===== config.mk =====
export PLATFORM = sky130hd
export DESIGN_NAME = nibble_deserializer
export DESIGN_NICKNAME = d
export VERILOG_FILES = /design/src/rtl/nibble_deserializer.sv
export SDC_FILE = /design/constraint.sdc
export NUM_CORES = 1
export LEC_CHECK = 0
export BUFFER_PORTS_ARGS = -buffer_cell sky130_fd_sc_hd__buf_2
export CAP_MARGIN = 20
export CORE_MARGIN = 1.5
export CORE_UTILIZATION = 56
export DETAILED_ROUTE_END_ITERATION = 16
export HOLD_SLACK_MARGIN = 0.08
export MAX_ROUTING_LAYER = met4
export PLACE_DENSITY = 0.8
export SLEW_MARGIN = 20
export SYNTH_ARGS = -nofsm -noshare
export SYNTH_HDL_FRONTEND = slang
export SYNTH_SLANG_ARGS = --single-unit

===== constraint.sdc =====
create_clock -name clk -period 3.5 [get_ports clk]
set_input_delay 0.525 -clock clk [delete_from_list [all_inputs] [get_ports clk]]
set_output_delay 0.525 -clock clk [all_outputs]
set_load 0.01 [all_outputs]

===== src/rtl/nibble_deserializer.sv =====
// Serial-to-parallel word assembler with valid/ready output, internal back-pressure
// and sync-marker realignment of word boundaries.
module nibble_deserializer #(
  parameter int WIDTH     = 4,
  parameter bit MSB_FIRST = 1'b1
) (
  input  logic             clk,
  input  logic             rst,
  input  logic             sin,
  input  logic             sin_valid,
  input  logic             sin_sync,
  output logic             sin_ready,
  output logic [WIDTH-1:0] dout,
  output logic             dout_valid,
  input  logic             dout_ready,
  output logic             sync_err,
  input  logic             err_clr
);

  localparam int CW = (WIDTH > 2) ? $clog2(WIDTH) : 1;
  localparam logic [CW-1:0] LAST = CW'(WIDTH - 1);

  typedef enum logic {COLLECT, FULL} state_t;

  state_t           state_q, state_d;
  logic [CW-1:0]    cnt_q, cnt_d;
  logic [WIDTH-1:0] sh_q, sh_d;
  logic [WIDTH-1:0] dout_q, dout_d;
  logic             dout_valid_q, dout_valid_d;
  logic             sync_err_q, sync_err_d;

  logic             accept;
  logic             drain;
  logic             err_set;
  logic [WIDTH-1:0] word;

  // Bit index k lands at WIDTH-1-k when the stream is MSB first.
  function automatic logic [CW-1:0] pos(input logic [CW-1:0] k);
    return MSB_FIRST ? (LAST - k) : k;
  endfunction

  assign sin_ready = (state_q == COLLECT);
  assign accept    = sin_valid && sin_ready;
  assign drain     = dout_valid_q && dout_ready;

  always_comb begin
    state_d      = state_q;
    cnt_d        = cnt_q;
    sh_d         = sh_q;
    dout_d       = dout_q;
    dout_valid_d = dout_valid_q;
    err_set      = 1'b0;
    word         = sh_q;
    word[pos(cnt_q)] = sin;

    if (drain) begin
      dout_valid_d = 1'b0;
    end

    if (state_q == FULL) begin
      if (drain) begin
        dout_d       = sh_q;
        dout_valid_d = 1'b1;
        state_d      = COLLECT;
      end
    end else if (accept) begin
      if (sin_sync) begin
        sh_d           = '0;
        sh_d[pos('0)]  = sin;
        cnt_d          = CW'(1);
        err_set        = (cnt_q != '0);
      end else if (cnt_q != LAST) begin
        sh_d  = word;
        cnt_d = cnt_q + CW'(1);
      end else begin
        cnt_d = '0;
        // Deliver straight to the output register if it is free this cycle,
        // otherwise park the word in sh and stall the serial side.
        if (!dout_valid_q || drain) begin
          dout_d       = word;
          dout_valid_d = 1'b1;
        end else begin
          sh_d    = word;
          state_d = FULL;
        end
      end
    end

    sync_err_d = err_set || (sync_err_q && !err_clr);
  end

  always_ff @(posedge clk) begin
    if (rst) begin
      state_q      <= COLLECT;
      cnt_q        <= '0;
      sh_q         <= '0;
      dout_q       <= '0;
      dout_valid_q <= 1'b0;
      sync_err_q   <= 1'b0;
    end else begin
      state_q      <= state_d;
      cnt_q        <= cnt_d;
      sh_q         <= sh_d;
      dout_q       <= dout_d;
      dout_valid_q <= dout_valid_d;
      sync_err_q   <= sync_err_d;
    end
  end

  assign dout       = dout_q;
  assign dout_valid = dout_valid_q;
  assign sync_err   = sync_err_q;

endmodule


== Yosys cells after proc, flatten, opt, wreduce, memory -nomap -nowiden ==
Index checks and enable logic that the tools add are counted.
Storage, ports and cells
  register bits: 13
  latch bits: 0
  bits in writable memories: 0
  bits in read-only memories: 0
  input port bits: 7
  output and inout bits: 7
  memories: 0
Cells by class
  add/sub/neg operators: 2
  multiply operators: 0
  div/mod/pow operators: 0
  order comparisons: 2
  equal/unequal tests: 5
  shift operators: 0
  multiplexer cells: 30
  bitwise logic cells: 1
  reductions and logical operators: 14
Operator list (number)
  $mux W4: 9
  $mux W1: 17
  $reduce_bool A2 Y1: 3
  $reduce_and A5 Y1: 1
  $bwmux W4: 1
  $logic_and A1 B1 Y1: 4
  $mux W2: 2
  $ne A2 B1 Y1 const B: 2
  $ne A2 B2 Y1 const B: 2
  $lt A2 B3 Y1 const B: 1
  $ne A3 B3 Y1 const B: 1
  $reduce_and A3 Y1: 1
  $add A2 B1 Y2 const B: 1
  $demux W1 S2: 1
  $ge A2 B1 Y1 const B: 1
  $logic_not A1 Y1: 2
  $logic_or A1 B1 Y1: 2
  $reduce_and A2 Y1: 1
  $sub A2 B2 Y2 const A: 1
  $not A1 Y1: 1

== Depth between registers and ports, before layout ==
  depth after elaboration: 11
  depth in mapped cells: 5

== Worst setup path after synthesis ==
Ideal clock, no wire load.
  kind: in2reg
  start point: input sin_sync
  end point: register sh_q[3]
  library setup time: 0.067 ns
  arrival: 1.379 ns
  required time: 3.433 ns
  setup slack: 2.054 ns
  stages on the path: 5
  path buffers: 1
  cell sequence: buf_4 nand2b_1 o21ai_4 or3b_1 a21oi_2
On the way
  cells in the longest elaborated chain, start to end: 2
Ends and longest elaborated chain
  from (decl): RTL line 11  | input logic sin_sync,
  $ne A3 B3 Y1 (no line)
  $reduce_and A3 Y1 (no line)
  to (signal assigned): RTL line 96  | sh_q <= '0;
  to (signal assigned): RTL line 103  | sh_q <= sh_d;
  to (decl): RTL line 27  | logic [WIDTH-1:0] sh_q, sh_d;
Parallel ways exist; a longest one is shown, timed or not.
A chain may end at the register's enable or synchronous reset.

== Worst setup path after layout ==
  start point: register state_q
  end point: output sin_ready
On the way
  cells in the longest elaborated chain, start to end: 1
Ends and longest elaborated chain
  from (decl): RTL line 25  | state_t state_q, state_d;
  from (signal assigned): RTL line 101  | state_q <= state_d;
  $not A1 Y1 (no line)
  to (decl): RTL line 12  | output logic sin_ready,
No other way between the ends.

==> qor.yml <==
final_layout:
  areaGrowthSynthToFinish_pct: 11.8
  antennaDiodeCount: 0
  fin_area_um2: 821
  nNetsFinal: 106
  fill_cells: 102
  drive_above_1_share: 0.247
timing:
  maxSlewHeadroom: 0.826
  clock_skew_ns: 0.000540
  slew_violations: 0
  finalHoldViolations: 0
  setup_violations: 0
  tns_ns: 0
  rsz0062_at_grt: "false"
  fin_crit_sh: 0.449
  tightest_slew_ns: 0.260
  period_needed_ns: 1.57
  fmax_mhz: 636
routing:
  ant_nets: 0
  wirelength_um: 1400
  wire_per_inst_um: 13.1
  drt_first_pass_iters: 4
  drc: 0
  drt_iter0_markers: 9
  vias: 603
  via_per_inst: 5.64
critical_path:
  path_buf_inv: 2
  crit_family: "flip-flops"
  start_kind: "flop"
  arrival_ns: 1.05
  critPathKind: "reg2out"
  slowest_stage: "dfxtp_1"
  worst-path-max-fanout: 10
  end_kind: "output port"
  cpPeakStageDelay_ns: 0.47
  worstPathRequired_ns: 2.97
  path_cells: "inv_2 -> buf_2"
clock_network:
  cts_tree: "built"
  cts_resized: 0
  clk_pin_slew_ns: 0.08
  cts-root-buf: "clkbuf_4"
  ctsHoldBuffers: 0
  cts.path.max_buffers: 2
  cts_buffers: 3
  post-cts-setup-buffers: 0
  insertion_delay_ns: 0.28
  clock-sinks: 13
  htree_levels: 1
run:
  maxCapViolCount: 0
yosys:
  ys.flop_type: "dfxtp_1"
  syn_area_per_cell_um2: 9.30
  synth-seq-cells: 13
  ys_types: 28
  yosysSeqAreaShare: 0.354
  syn-num-nets: 91
  synth_area_um2: 734
  synth_top_area_cell: "dfxtp_1"
  synth_top_area_frac: 0.354
  synth-edff-count: 0
  synth_cells: 79
  synth.most_common_cell: "dfxtp_1"
  synthTopCellsByCount: "13 x dfxtp_1, 10 x nor2_1, 7 x a21oi_1, 5 x ha_1, 5 x o21ai_0"
  synth_area_leaders: "dfxtp_1 35%, ha_1 8.5%, nor2_1 5.1%"
  ys_warn_count: 0
  postSynth.asyncResetShare: 0
floorplan:
  die_area_um2: 1540
  die_x_um: 39.2
  io_pins: 14
  rows: 12
  start_util: 0.635
  chipHeight_um: 39.2
  core_um2: 1160
placement:
  port_buffers: 13
  place.gp.congestion: 0.836
  dp.final_hpwl_um: 1000
  place_area_um2: 795
power_and_ir_drop:
  irDropWorstVdd_v: 0.000258
  cellPowerDensity_nw_per_um2: 340
  total_power_uw: 279
  leakagePower_nw: 0.305
global_routing:
  grt_overflow: 0
  grt_pass1_vias: 501
  grt_usage: 0.232
  grt_max_degree: 14
  antenna_found_initial: 0
  grt_pass1_wl_um: 2210
outcome:
  outcome: "finished clean"
worst_hold_path:
  hold_class: "reg2reg"
-- sequential cells by signal, indices dropped and copies added (netlist names) --
register and cells:
cnt_q 2, sh_q 4, dout_valid 1, dout 4
sync_err 1, state_q 1
-- routing by layer --
metal / vias up / part of all wire / GRT usage
met5: - / 0 / -
met2: 13 / 0.46 / 0.342
met1: 270 / 0.47 / 0.269
met4: 0 / 0.026 / 0.155
met3: 4 / 0.039 / 0.0694
li1: 316 / - / -
-- cell families after synthesis --
group           share of synthesized area
compound gates                      0.319
flops                               0.354
buf+inv                            0.0511
fa+ha+maj                          0.0852
simple gates                        0.191
-- cell type report --
class	instances	area, um2	share of cell area
Tap cell	14	17.5	0.0213
Clock buffer	4	26.3	0.0320
Inverter	4	15.0	0.0183
Multi-Input combinational cell	59	437	0.532
Sequential cell	13	260	0.317
Timing Repair Buffer	13	65.1	0.0793
-- cell usage in the layout, fill, tap and decap left out --
cell and instances:
a211oi_1 4, a21boi_0 4, a21o_1 1, a21oi_1 7
a21oi_2 1, a21oi_4 1, a31oi_1 4, and2b_2 1
buf_2 13, clkbuf_1 1, clkbuf_4 3, dfxtp_1 13
ha_1 5, inv_1 3, inv_2 1, nand2_1 1
nand2b_1 3, nand3b_1 2, nand4bb_4 1, nor2_1 10
nor2b_1 1, nor2b_4 1, o2111ai_1 3, o21a_1 1
o21ai_0 5, o21ai_4 1, o22ai_1 1, or3b_1 1
-- stage by stage --
stage / setup WS (ns) / hold slack (ns) / utilization / std cells
detailed placement: 1.92 / 0.459 / 0.687 / 103
floorplan: 2.05 / 0.446 / - / 79
global placement: 1.94 / 0.452 / 0.687 / 103
finish: 1.93 / 0.472 / 0.710 / 107
global route: 1.81 / 0.490 / 0.710 / 107
CTS: 1.92 / 0.471 / 0.710 / 107
-- power by group --
| group | internal (mW) | total [mW] | leakage [nW] | switching, mW |
|---|---|---|---|---|
| Combinational | 0.0139 | 0.0318 | 0.184 | 0.0179 |
| Sequential | 0.151 | 0.154 | 0.105 | 0.00263 |
| Clock | 0.0443 | 0.0937 | 0.0150 | 0.0494 |
| Total | 0.209 | 0.279 | 0.305 | 0.0699 |
-- worst paths after layout --
check	to	depth (start not counted)	slack, ns	from
worst max register to register	dout[0]$_SDFFE_PP0P_	5	2.00	cnt_q[0]$_SDFFE_PP0P_
worst min register to register	sync_err$_SDFF_PP0_	2	0.47	sync_err$_SDFF_PP0_
worst max-delay path	sin_ready	2	1.93	state_q$_SDFF_PP0_
worst min-delay path	sync_err$_SDFF_PP0_	2	0.47	sync_err$_SDFF_PP0_
-- worst min-delay path: cells and delay by family (launching register included) --
| kind | cells | cell delay (ns) |
|---|---|---|
| DFF | 1 | 0.31 |
| AOI/OAI and AO/OA | 1 | 0.05 |
| and+or+nand+nor | 1 | 0.07 |
Power figures use the tool's default switching activity.
